File: src/rtl/ifq_pkg.sv
// Shared types and constants for the instruction fetch queue.
package ifq_pkg;

   typedef enum logic [1:0] {
      StIdle,
      StReq,
      StDrain
   } fetch_state_e;

   localparam logic [31:0] NOP_INSTR        = 32'h0000_0013;
   localparam logic [31:0] DEFAULT_RESET_PC = 32'h0000_0000;

endpackage

File: src/rtl/ifq_if.sv
// Fetch queue bus: instruction memory handshake, datapath pop port and redirect.
// master is the fetch queue's view, slave is the memory/datapath side.
interface ifq_if;

   logic        mem_req;
   logic [31:0] mem_addr;
   logic        mem_ack;
   logic [31:0] mem_rdata;
   logic        instr_valid;
   logic [31:0] instr;
   logic [31:0] instr_pc;
   logic        instr_ready;
   logic        redirect;
   logic [31:0] redirect_pc;

   modport master (
      output mem_req, mem_addr, instr_valid, instr, instr_pc,
      input  mem_ack, mem_rdata, instr_ready, redirect, redirect_pc
   );

   modport slave (
      input  mem_req, mem_addr, instr_valid, instr, instr_pc,
      output mem_ack, mem_rdata, instr_ready, redirect, redirect_pc
   );

endinterface

File: src/rtl/ifq_fifo.sv
// Synchronous DEPTH x WIDTH FIFO with flush and a combinational head read port.
// DEPTH must be a power of two so the pointers wrap naturally.
module ifq_fifo #(
   parameter int unsigned DEPTH = 4,
   parameter int unsigned WIDTH = 64
) (
   input  logic                     clk,
   input  logic                     rst,
   input  logic                     push_i,
   input  logic                     pop_i,
   input  logic                     flush_i,
   input  logic [WIDTH-1:0]         wdata_i,
   output logic [WIDTH-1:0]         rdata_o,
   output logic [$clog2(DEPTH):0]   count_o
);

   localparam int unsigned AW = $clog2(DEPTH);
   localparam int unsigned CW = AW + 1;

   logic [WIDTH-1:0] mem_q [DEPTH];
   logic [AW-1:0]    wr_ptr_q, wr_ptr_d;
   logic [AW-1:0]    rd_ptr_q, rd_ptr_d;
   logic [CW-1:0]    count_q, count_d;

   always_comb begin
      wr_ptr_d = wr_ptr_q;
      rd_ptr_d = rd_ptr_q;
      count_d  = count_q;
      if (flush_i) begin
         wr_ptr_d = '0;
         rd_ptr_d = '0;
         count_d  = '0;
      end else begin
         if (push_i) wr_ptr_d = wr_ptr_q + AW'(1);
         if (pop_i)  rd_ptr_d = rd_ptr_q + AW'(1);
         count_d = count_q + CW'(push_i) - CW'(pop_i);
      end
   end

   always_ff @(posedge clk or negedge rst) begin
      if (!rst) begin
         wr_ptr_q <= '0;
         rd_ptr_q <= '0;
         count_q  <= '0;
      end else begin
         wr_ptr_q <= wr_ptr_d;
         rd_ptr_q <= rd_ptr_d;
         count_q  <= count_d;
      end
   end

   // Storage needs no reset; the head is only observed while count is non-zero.
   always_ff @(posedge clk) begin
      if (push_i && !flush_i) mem_q[wr_ptr_q] <= wdata_i;
   end

   assign rdata_o = mem_q[rd_ptr_q];
   assign count_o = count_q;

endmodule

File: src/rtl/instr_fetch_queue.sv
// Instruction fetch front end: fetch PC, single-outstanding memory request FSM and
// instruction FIFO. Optional stall counter enabled by defining IFQ_STALL_COUNT_EN.
module instr_fetch_queue
   import ifq_pkg::*;
#(
   parameter int unsigned DEPTH    = 4,
   parameter logic [31:0] RESET_PC = DEFAULT_RESET_PC
) (
   input  logic        clk,
   input  logic        rst,
   ifq_if.master       bus
`ifdef IFQ_STALL_COUNT_EN
   ,
   output logic [31:0] stall_cycles
`endif
);

   localparam int unsigned   CW     = $clog2(DEPTH) + 1;
   localparam logic [CW-1:0] DepthC = CW'(DEPTH);

   fetch_state_e  state_q, state_d;
   logic [31:0]   fpc_q, fpc_d;
   logic [31:0]   drain_addr_q, drain_addr_d;
   logic          push, pop, flush, instr_valid;
   logic [CW-1:0] count, count_post_pop, count_after_push;
   logic [63:0]   head;

   assign instr_valid      = (count != '0);
   // A redirect flushes the FIFO, so a same-cycle pop is ignored.
   assign pop              = instr_valid & bus.instr_ready & ~bus.redirect;
   assign flush            = bus.redirect;
   assign count_post_pop   = count - CW'(pop);
   assign count_after_push = count_post_pop + CW'(1);

   always_comb begin
      state_d      = state_q;
      fpc_d        = fpc_q;
      drain_addr_d = drain_addr_q;
      push         = 1'b0;
      if (bus.redirect) fpc_d = bus.redirect_pc & ~32'h3;
      unique case (state_q)
         StIdle: begin
            if (bus.redirect || count_post_pop < DepthC) state_d = StReq;
         end
         StReq: begin
            if (bus.redirect) begin
               // Unacked request must still complete; its data is dropped in StDrain.
               if (!bus.mem_ack) begin
                  state_d      = StDrain;
                  drain_addr_d = fpc_q;
               end
            end else if (bus.mem_ack) begin
               push  = 1'b1;
               fpc_d = fpc_q + 32'd4;
               if (count_after_push >= DepthC) state_d = StIdle;
            end
         end
         StDrain: begin
            if (!bus.redirect && bus.mem_ack) state_d = StReq;
         end
         default: state_d = StIdle;
      endcase
   end

   always_ff @(posedge clk or negedge rst) begin
      if (!rst) begin
         state_q      <= StIdle;
         fpc_q        <= RESET_PC;
         drain_addr_q <= RESET_PC;
      end else begin
         state_q      <= state_d;
         fpc_q        <= fpc_d;
         drain_addr_q <= drain_addr_d;
      end
   end

   ifq_fifo #(
      .DEPTH (DEPTH),
      .WIDTH (64)
   ) u_fifo (
      .clk     (clk),
      .rst     (rst),
      .push_i  (push),
      .pop_i   (pop),
      .flush_i (flush),
      .wdata_i ({bus.mem_rdata, fpc_q}),
      .rdata_o (head),
      .count_o (count)
   );

   assign bus.mem_req     = (state_q != StIdle);
   assign bus.mem_addr    = (state_q == StDrain) ? drain_addr_q : fpc_q;
   assign bus.instr_valid = instr_valid;
   assign bus.instr       = instr_valid ? head[63:32] : NOP_INSTR;
   assign bus.instr_pc    = instr_valid ? head[31:0] : 32'h0;

`ifdef IFQ_STALL_COUNT_EN
   logic [31:0] stall_q;

   always_ff @(posedge clk or negedge rst) begin
      if (!rst) begin
         stall_q <= '0;
      end else if (!instr_valid) begin
         stall_q <= stall_q + 32'd1;
      end
   end

   assign stall_cycles = stall_q;
`endif

endmodule
File: src/flat_wrapper.sv
// flat-port wrapper written by rule: the top's interface ports become plain ports
module instr_fetch_queue_flat import ifq_pkg::*;
#(
   parameter int unsigned DEPTH    = 4,
   parameter logic [31:0] RESET_PC = DEFAULT_RESET_PC
)
  (clk, rst, bus_mem_req, bus_mem_addr, bus_instr_valid, bus_instr, bus_instr_pc, bus_mem_ack, bus_mem_rdata, bus_instr_ready, bus_redirect, bus_redirect_pc);
  ifq_if bus_i ();
  input  logic clk;
  input  logic rst;
  output wire logic [$bits(bus_i.mem_req)-1:0] bus_mem_req;
  output wire logic [$bits(bus_i.mem_addr)-1:0] bus_mem_addr;
  output wire logic [$bits(bus_i.instr_valid)-1:0] bus_instr_valid;
  output wire logic [$bits(bus_i.instr)-1:0] bus_instr;
  output wire logic [$bits(bus_i.instr_pc)-1:0] bus_instr_pc;
  input wire logic [$bits(bus_i.mem_ack)-1:0] bus_mem_ack;
  input wire logic [$bits(bus_i.mem_rdata)-1:0] bus_mem_rdata;
  input wire logic [$bits(bus_i.instr_ready)-1:0] bus_instr_ready;
  input wire logic [$bits(bus_i.redirect)-1:0] bus_redirect;
  input wire logic [$bits(bus_i.redirect_pc)-1:0] bus_redirect_pc;
  assign bus_mem_req = bus_i.mem_req;
  assign bus_mem_addr = bus_i.mem_addr;
  assign bus_instr_valid = bus_i.instr_valid;
  assign bus_instr = bus_i.instr;
  assign bus_instr_pc = bus_i.instr_pc;
  assign bus_i.mem_ack = bus_mem_ack;
  assign bus_i.mem_rdata = bus_mem_rdata;
  assign bus_i.instr_ready = bus_instr_ready;
  assign bus_i.redirect = bus_redirect;
  assign bus_i.redirect_pc = bus_redirect_pc;
  instr_fetch_queue #(.DEPTH(DEPTH), .RESET_PC(RESET_PC)) u_core (.clk(clk), .rst(rst), .bus(bus_i));
endmodule
File: config.mk
export PLATFORM = sky130hd
export DESIGN_NAME = instr_fetch_queue_flat
export DESIGN_NICKNAME = d
export VERILOG_FILES = /design/src/rtl/ifq_pkg.sv /design/src/rtl/ifq_if.sv /design/src/rtl/ifq_fifo.sv /design/src/rtl/instr_fetch_queue.sv /design/src/flat_wrapper.sv
export SDC_FILE = /design/constraint.sdc
export NUM_CORES = 1
export LEC_CHECK = 0
export BUFFER_PORTS_ARGS = -buffer_cell sky130_fd_sc_hd__buf_4
export CELL_PAD_IN_SITES_DETAIL_PLACEMENT = 1
export CELL_PAD_IN_SITES_GLOBAL_PLACEMENT = 1
export CORE_UTILIZATION = 44
export DETAILED_ROUTE_END_ITERATION = 8
export PLACE_DENSITY_LB_ADDON = 0.1
export SYNTH_ARGS = -nofsm -noshare
export SYNTH_HDL_FRONTEND = slang
export SYNTH_SLANG_ARGS = --single-unit
File: constraint.sdc
create_clock -name clk -period 2.78 [get_ports clk]
set_input_delay 0.139 -clock clk [delete_from_list [all_inputs] [get_ports clk]]
set_output_delay 0.139 -clock clk [all_outputs]
set_load 0.01 [all_outputs]
==> reports/metrics.cfg, run 1 <==
[floorplanning]
die_y_um = 178
start_util_pct = 45.3
die_w_um = 178
die-area_um2 = 31500
core_um2 = 30000
pin_count = 167
rows = 63

[sta]
hold_viol = 0
setup-tns-final_ps = 0
tightest_slew_ps = 1020
max_freq_ghz = 0.382
relSlewSlack_pct = 32.0
slew_violations = 0
final-setup-viol-count = 0
finalClockSkew_ps = 11.2
rsz0062_at_grt = no
finalWorstSetupSlack_ps = 162
period_minus_slack_ps = 2620
fin_crit_sh_pct = 94.2

[drt]
vias = 7720
ant_nets = 0
drc = 0
via_per_inst = 5.36
first_iter_violations = 453
dr.pass1.iters = 5
post_drt_wl_per_cell_um = 22.0
wirelength_um = 31700

[yosys]
synth_top_area_share_pct = 56.6
yosysUniqueCellTypes = 44
yosys.area_share.simple_pct = 7.89
seq_area_frac_synth_pct = 70.1
ys_async_sr_fraction_pct = 22.2
mappedNetlistNets = 851
syn_inst = 774
synth_fa_ha_area_share_pct = 0.793
ys_warn_count = 0
synth-seq-cells = 329
synthTopCellsByArea = edfxtp_1 57%, dfrtp_1 13%, mux4_2 11%
synth_compound_area_share_pct = 1.87
synth_top_family_by_area = multiplexers
synth_enable_flop_cells = 256
synthXorXnorAreaFrac_pct = 2.00
synth_mux_area_share_pct = 15.8
syn-cell-area_um2 = 13600
synth_top_area_cell = edfxtp_1
synth_ff_type = edfxtp_1
syn_area_per_cell_um2 = 17.5

[critical_path]
crit_start = u_core.u_fifo.count_o[2]
crit_chain = nor3_1 -> inv_2 -> buf_4 -> and2_1 -> buf_4
rr_startpoint = u_core.fpc_q[3]
path_common_cell = buf_4
crit_buf_inv = 3
start_kind = register
path_delay_family = buffers and inverters
worstPathRequired_ps = 2640
cpMaxStageDelayCell = nor3_1
max_stage_delay_ps = 540
cp_max_fo = 23
endpoint_kind = output port
crit_type = reg2out
arrival_ps = 2480

[clock_tree]
cts.repair.resized = 0
cts_buffer_depth = 3
cts_made_buffers = 35
clk_pin_slew_ps = 60
cts_root_buf = clkbuf_16
cts.htree.levels = 2
postCtsSetupRepairBufs = 0
clkSinkCount = 329
insertion_delay_ps = 510
cts_tree = built

[power_and_ir_drop]
ir_drop_mv = 0.541
power_density_nw_per_um2 = 877
p_leak_nw = 6.25

[layout]
most-common-layout-cells = 256 x edfxtp_1, 179 x buf_4, 71 x dfrtp_1
multiInputGateArea_um2 = 3880
final-seq-area_um2 = 9520
syn2layout_area_growth_pct = 26.8
diodes = 0
drive_above_1_share_pct = 36.2
nNetsFinal = 1100
layout_commonest_cell = edfxtp_1
fillers = 2763

[hold_path]
hp-start = bus_redirect_pc[26]
hold_class = in2reg

[run]
maxCapViolCount = 0

[placement]
dpl_worst_slack_ps = 423
dp_hpwl_um = 20000
io_buffers = 164
place_congestion = 0.771

[global_route]
grt_max_degree = 74
gr-usage-all-layers_pct = 21.1
grt.overflow.total = 0
grt_pass1_vias = 8624
antenna_found_initial = 0
grt_pass1_wl_um = 49500

[run_status]
status = completed

==> final timing paths <==
kind	to	slack, ps	cells after the start
min	u_core.fpc_q[26]	20	3
max	bus_instr_pc[10]	160	5
max in group asynchronous	u_core.u_fifo.rd_ptr_q[1]	1650	2
min in group asynchronous	u_core.drain_addr_q[19]	350	2
max reg2reg	u_core.fpc_q[26]	380	6
min reg2reg	u_core.drain_addr_q[15]	500	1
==> sequential cells by signal (all words and copies together) (netlist names) <==
signal	count
u_core.u_fifo.wr_ptr_q	2
u_core.drain_addr_q	32
u_core.fpc_q	32
u_core.u_fifo.count_o	3
u_core.u_fifo.mem_q	256
u_core.u_fifo.rd_ptr_q	2
u_core.state_q	2
==> final cells by class <==
class                           instances  share of cell area, %
Clock buffer                           44                   5.53
Clock inverter                         19                   1.09
Inverter                               10                  0.218
Multi-Input combinational cell        396                   22.5
Sequential cell                       329                   55.3
Tap cell                              390                   2.84
Timing Repair Buffer                  251                   12.5
==> cell families after synthesis <==
group	Yosys count
AO/OA/AOI/OAI	45
flip-flops	329
multiplexers	127
buffers and inverters	49
adder cells (fa/ha/maj)	8
AND/OR/NAND/NOR	185
XOR/XNOR	31
==> synth_stat cells, types with 2 or more instances <==
master / instances
a31oi_1: 6
and2_1: 65
and3_1: 2
buf_1: 7
buf_2: 7
clkbuf_1: 23
dfrtp_1: 73
edfxtp_1: 256
ha_1: 7
inv_1: 10
mux2_2: 61
mux2i_1: 2
mux4_2: 64
nand2_1: 36
nand3_1: 15
nand3b_1: 2
nand4_1: 9
nand4b_1: 2
nor2_1: 24
nor2b_1: 7
nor3_1: 3
nor4_4: 2
o21ai_0: 33
o31ai_1: 2
or2_2: 4
or3_1: 5
xnor2_1: 14
xor2_1: 17
==> timing repair <==
action,CTS,global route
hold buffers,64,0
endpoints found under the hold margin,235,0
setup endpoints to repair,0,0
==> layer usage <==
layer	vias to the layer above	share of wire [%]	global-route usage, %
li1	3471	-	-
met1	3993	41	26.8
met2	207	52	37.3
met3	49	4.8	3.47
met4	0	2.0	5.56
met5	-	0	0
==> worst min-delay path, stage by stage <==
cell and delay (ps):
buf_4 120, nor2_1 130, a31oi_1 90
==> power by group <==
| part | internal (mW) | leakage [nW] | switching, mW |
|---|---|---|---|
| Combinational | 2.26 | 2.47 | 1.91 |
| Sequential | 5.87 | 3.22 | 0.431 |
| Clock | 2.79 | 0.557 | 1.84 |
==> per-stage QoR <==
step                      power [mW]  hold slack (ps)  util [%]  instance area [um2]  std cells
final                           15.1             21.2      57.5                17200       1439
after global routing            15.8             18.5      57.5                17200       1439
after CTS                       15.3             3.34      57.5                17200       1439
after detailed placement        10.6              342      51.5                15400       1312
after global placement          10.4              339      51.5                15400       1312
after floorplan                 8.70             -157         -                13600        774
Note: power is estimated with default switching activity, not from simulation.
==> run 2, diff against run 1 <==
--- a/config.mk
+++ b/config.mk
@@ -11,6 +11,7 @@
 export CORE_UTILIZATION = 44
 export DETAILED_ROUTE_END_ITERATION = 8
 export PLACE_DENSITY_LB_ADDON = 0.1
+export RECOVER_POWER = 100
 export SYNTH_ARGS = -nofsm -noshare
 export SYNTH_HDL_FRONTEND = slang
 export SYNTH_SLANG_ARGS = --single-unit
==> run 2 against run 1 <==
  * Setup slack worse by 42 ps
  * The flow now finishes with violations (max-capacitance violations, max-slew violations)
  * Critical path type unchanged
  * Total power shrank 2.0%
  * Fmax fell by 1.6%
  * Count of clock-buffer cells in the layout is the same
==> reports/metrics.cfg, run 2 (synthesis results as in run 1) <==
[layout]
layout_commonest_cell = edfxtp_1
top_register = u_core.u_fifo.mem_q
nNetsFinal = 1100  ; unchanged
largestRegisters = u_core.u_fifo.mem_q (256), u_core.drain_addr_q (32), u_core.fpc_q (32)
drive_above_1_share_pct = 27.7  ; -8.5 points
diodes = 0  ; unchanged
fin_area_um2 = 16800  ; -2.4%
largest_reg_flops = 256  ; unchanged
layoutNonFillerInstCount = 1439  ; unchanged
most-common-layout-cells = 256 x edfxtp_1, 89 x buf_4, 87 x clkbuf_1
syn2layout_area_growth_pct = 23.8

[clock_tree]
cts.repair.resized = 0  ; unchanged
postCtsSetupRepairBufs = 0  ; unchanged
cts_root_buf = clkbuf_16
cts_buffer_depth = 3  ; unchanged
clk_pin_slew_ps = 60  ; about the same
cts.htree.levels = 2  ; unchanged
insertion_delay_ps = 500  ; about the same
cts_made_buffers = 35  ; unchanged
clkSinkCount = 329  ; unchanged
cts_tree = built

[global_route]
grt.overflow.total = 0  ; unchanged
grt_max_degree = 74  ; unchanged
grt_pass1_wl_um = 49500  ; unchanged
antenna_found_initial = 0  ; unchanged
grt_pass1_vias = 8624  ; unchanged
gr-usage-all-layers_pct = 21.1  ; unchanged

[critical_path]
endpoint_kind = output port
cp_max_fo = 23  ; unchanged
r2r_setup_slack_ps = 210  ; -170 ps
crit_type = reg2out
start_kind = register
arrival_ps = 2520  ; +40 ps
worstPathRequired_ps = 2640  ; about the same

[sta]
final-setup-viol-count = 0  ; unchanged
slew_violations = 74  ; +74
finalClockSkew_ps = 9.85  ; -1.35 ps
tightest_slew_ps = 1960  ; +937 ps
rsz0062_at_grt = no
relSlewSlack_pct = -30.5  ; -62 points
fin_crit_sh_pct = 95.7  ; +1.5 points
period_minus_slack_ps = 2660  ; +42.3 ps
setup-tns-final_ps = 0  ; unchanged
holdWs_ps = 26.1  ; +4.95 ps
hold_viol = 0  ; unchanged
max_freq_ghz = 0.376  ; -1.6%

[drt]
dr.pass1.iters = 4  ; -1
via_per_inst = 5.34  ; -0.54%
ant_nets = 0  ; unchanged
wirelength_um = 31600  ; -0.17%
first_iter_violations = 410  ; -9.5%
post_drt_wl_per_cell_um = 22.0  ; -0.17%
drc = 0  ; unchanged
vias = 7678  ; -0.54%

[floorplanning]
die_y_um = 178  ; unchanged
die_w_um = 178  ; unchanged
die-area_um2 = 31500  ; unchanged
start_util_pct = 45.3  ; unchanged
rows = 63  ; unchanged
pin_count = 167  ; unchanged
core_um2 = 30000  ; unchanged

[placement]
dpl.cell_count = 1312  ; unchanged
dp_hpwl_um = 20000  ; unchanged
io_buffers = 164  ; unchanged
placed_cell_area_um2 = 15400  ; unchanged
place_congestion = 0.771  ; unchanged

[run]
maxCapViolCount = 1  ; +1

[hold_path]
hold_class = in2reg

[run_status]
violations = max-capacitance violations, max-slew violations
status = finished, violations left

[power_and_ir_drop]
power_density_nw_per_um2 = 881  ; +0.41%
p_leak_nw = 5.88  ; -5.9%
ir_drop_mv = 0.554  ; +2.4%
power_mw = 14.8  ; -2.0%

## run 2: cell types whose count changed in the layout (fill, tap and decap cells not counted), sizes merged
cell | before | now
buf | 187 | 94
clkbuf | 44 | 137
## run 2: final timing paths
kind                                               start                        end  depth (start not counted)
worst max-delay path            u_core.u_fifo.count_o[2]           bus_instr_pc[13]                          5
worst min-delay path                 bus_redirect_pc[26]           u_core.fpc_q[26]                          3
worst max register to register         u_core.state_q[0]    u_core.drain_addr_q[29]                          4
min in group asynchronous                            rst    u_core.drain_addr_q[19]                          2
worst min register to register   u_core.drain_addr_q[31]    u_core.drain_addr_q[31]                          1
max in group asynchronous                            rst  u_core.u_fifo.rd_ptr_q[0]                          2
## run 2: area by class of cell
class | instances | area, um2
inverters | 10 | 37.5
multi-input cells | 396 | 3860
repair buffers | 251 | 1750
flip-flops and latches | 329 | 9520
fillers | 2817 | 13200
clock inverters | 19 | 188
clock buffers | 44 | 952
well taps | 390 | 488
## run 2: metal layers
metal / up-vias / global-route usage [%] / part of all wire [%]
met4: 0 / 5.56 / 1.8
met2: 187 / 37.3 / 53
met5: - / 0 / 0
met1: 3971 / 26.8 / 41
met3: 46 / 3.47 / 5.0
li1: 3474 / - / -
## run 2: stage by stage
stage / worst slack, ps / util, %
detailed placement: 423 / 51.5
global route: 13.8 / 56.1
CTS: 170 / 57.5
floorplan: 157 / -
global placement: 499 / 51.5
finish: 119 / 56.1
## run 2: repair_timing
| item | CTS | global route |
|---|---|---|
| endpoints found under the setup margin | 0 | 0 |
| hold buffers | 64 | 0 |
| hold endpoints to repair | 235 | 0 |
## run 2: where the power goes
group | internal (mW) | switching, mW | leakage (nW)
sequential | 5.87 | 0.428 | 3.22
combinational | 1.97 | 1.90 | 2.10
clock | 2.79 | 1.83 | 0.557
## run 2: worst max-delay path, cell delays in order (launching register included)
cell and delay [ps]:
dfrtp_1 430, nor3_1 550, inv_2 320, buf_4 320, and2_0 220, buf_4 160
==> run 3, diff against run 2 <==
--- a/config.mk
+++ b/config.mk
@@ -5,10 +5,11 @@
 export SDC_FILE = /design/constraint.sdc
 export NUM_CORES = 1
 export LEC_CHECK = 0
+export ABC_CLOCK_PERIOD_IN_PS = 2600
 export BUFFER_PORTS_ARGS = -buffer_cell sky130_fd_sc_hd__buf_4
 export CELL_PAD_IN_SITES_DETAIL_PLACEMENT = 1
 export CELL_PAD_IN_SITES_GLOBAL_PLACEMENT = 1
-export CORE_UTILIZATION = 44
+export CORE_UTILIZATION = 29
 export DETAILED_ROUTE_END_ITERATION = 8
 export PLACE_DENSITY_LB_ADDON = 0.1
 export RECOVER_POWER = 100
==> constraint.sdc (replaced) <==
create_clock -name clk -period 2.6 [get_ports clk]
set_input_delay 0.13 -clock clk [delete_from_list [all_inputs] [get_ports clk]]
set_output_delay 0.13 -clock clk [all_outputs]
set_load 0.01 [all_outputs]
==> run 3 against run 2 <==
  * The flow now finishes without violations
  * Sequential share of layout area is 1.6 points lower
  * Count of clock-buffer cells in the layout grew 11
  * Via count increased by 0.47%
  * Utilization down 18 points
  * Setup slack gained 26 ps
  * Cell count rose by 17%
  * Sequential power rose by 5.9%
  * Global-route usage fell by 5.9 points
  * Wire length increased by 10%
  * Hold slack improved by 320 ps
==> reports/metrics.cfg, run 3 (synthesis results as in run 1) <==
[run_status]
status = completed

[drt]
ant_nets = 0  ; unchanged
via_per_inst = 4.59  ; -14%
first_iter_violations = 351  ; -14%
dr.pass1.iters = 4  ; unchanged
vias = 7714  ; +0.47%
post_drt_wl_per_cell_um = 20.7  ; -5.7%
drc = 0  ; unchanged
wirelength_um = 34800  ; +10%

[critical_path]
start_kind = register
rr_worst_depth = 8  ; +4
r2r_setup_slack_ps = 190  ; -20 ps
crit_type = reg2out
arrival_ps = 2320  ; -200 ps
worstPathRequired_ps = 2470  ; -170 ps
rr_startpoint = u_core.fpc_q[2]
crit_start = u_core.u_fifo.rd_ptr_q[0]
cp_max_fo = 9  ; -61%
endpoint_kind = output port
reg2reg_to = u_core.fpc_q[30]

[clock_tree]
insertion_delay_ps = 540  ; +40 ps
cts_buffer_depth = 3  ; unchanged
cts.htree.levels = 2  ; unchanged
cts_root_buf = clkbuf_16
clkSinkCount = 329  ; unchanged
cts_tree = built
clk_pin_slew_ps = 60  ; about the same
cts_made_buffers = 40  ; +14%

[global_route]
gr-usage-all-layers_pct = 15.2  ; -5.9 points
grt_max_degree = 50  ; -32%
grt_pass1_vias = 8440  ; -2.1%
grt_pass1_wl_um = 53700  ; +8.4%
antenna_found_initial = 1  ; +1
grt.overflow.total = 0  ; unchanged

[sta]
relSlewSlack_pct = 15.7  ; +46 points
fin_crit_sh_pct = 94.4
finalClockSkew_ps = 9.62  ; -0.234 ps
rsz0062_at_grt = no
period_minus_slack_ps = 2450
slew_violations = 0  ; -100%
tightest_slew_ps = 1260  ; -693 ps
final-setup-viol-count = 0  ; unchanged
hold_viol = 0  ; unchanged
max_freq_ghz = 0.407

[layout]
largest_reg_flops = 256  ; unchanged
fillers = 4626  ; +64%
layout_commonest_cell = edfxtp_1
top_register = u_core.u_fifo.mem_q
final_util_pct = 37.8  ; -18 points
largestRegisters = u_core.u_fifo.mem_q (256), u_core.drain_addr_q (32), u_core.fpc_q (32)
most-common-layout-cells = 256 x edfxtp_1, 101 x clkbuf_1, 96 x buf_4
drive_above_1_share_pct = 28.6  ; +0.87 points
fin_area_um2 = 17300  ; +2.9%
diodes = 0  ; unchanged
nNetsFinal = 1130  ; +2.7%
syn2layout_area_growth_pct = 27.4

[floorplanning]
die_y_um = 218  ; +23%
die-area_um2 = 47700  ; +51%
core_um2 = 45800  ; +53%
die_w_um = 218  ; +23%
rows = 78  ; +24%
pin_count = 167  ; unchanged
start_util_pct = 29.6  ; -16 points

[power_and_ir_drop]
power_density_nw_per_um2 = 939  ; +6.5%
ir_drop_mv = 0.371  ; -33%
p_leak_nw = 6.00  ; +2.0%

[hold_path]
hold_class = in2reg
whs_endpoint = u_core.fpc_q[9]
hold_depth = 4  ; +1
hp-start = bus_redirect_pc[9]

[placement]
placed_cell_area_um2 = 15900  ; +2.8%
place_congestion = 0.701  ; -9.1%
io_buffers = 164  ; unchanged
dp_hpwl_um = 22200  ; +11%

[run]
maxCapViolCount = 0  ; -1

run 3: cell count changes in the layout (fill, tap and decap cells not counted), sizes merged:
cell         before  now
bufinv            4    1
clkbuf          137  159
dlygate4sd3      64   69
clkinv           14   11
inv              10   11
buf              94  103
run 3: worst max-delay path by stage:
stage	slack, ps	depth (start not counted)	endpoint
global route	20	5	bus_instr[15]
floorplan	650	8	u_core.u_fifo.count_o[2]
global placement	450	5	bus_instr[15]
CTS	-2	4	bus_instr_pc[22]
detailed placement	390	5	bus_instr[15]
finish	150	4	bus_instr_pc[11]
run 3: repair_timing:
action | CTS | global route
endpoints found under the hold margin | 208 | 0
endpoints found under the setup margin | 45 | 17
hold buffers | 69 | 0
buffers inserted | 0 | 5
gates resized for setup | 2 | 3
run 3: critical path: stages, from the launching register on:
cell     delay, ps
dfrtp_4        520
buf_2          340
mux4_2         590
and2_1         190
buf_4          140
run 3: power breakdown:
part / switching (mW) / internal [mW] / total, mW
clock: 2.12 / 3.07 / 5.19
combinational: 2.17 / 2.20 / 4.37
sequential: 0.388 / 6.28 / 6.67
total: 4.68 / 11.6 / 16.2
run 3: routing by layer:
layer	part of all wire, %	GRT usage, %	vias up
li1	-	-	3533
met1	46	21.0	3986
met2	48	24.1	145
met3	4.3	2.98	48
met4	1.8	4.38	2
met5	0.023	0	-
run 3: area by class of cell:
cell class / count / area (um2) / area share [%]
repair buffers: 276 / 1930 / 11.2
clock buffers: 55 / 1110 / 6.41
well taps: 600 / 751 / 4.34
clock inverters: 14 / 95.1 / 0.550
flip-flops and latches: 329 / 9520 / 55.1
multi-input cells: 396 / 3840 / 22.2
inverters: 10 / 40.0 / 0.232
run 3: per-stage QoR:
step                worst slack [ps]  hold WS, ps  total power, mW  std cells  TNS, ps
global placement                 454          213             11.5       1537        0
floorplan                        646         -166             9.30        774        0
detailed placement               394          209             11.5       1537        0
CTS                            -1.90          160             16.9       1675    -3.03
finish                           146          344             16.2       1680        0
global route                    20.4          348             17.2       1680        0
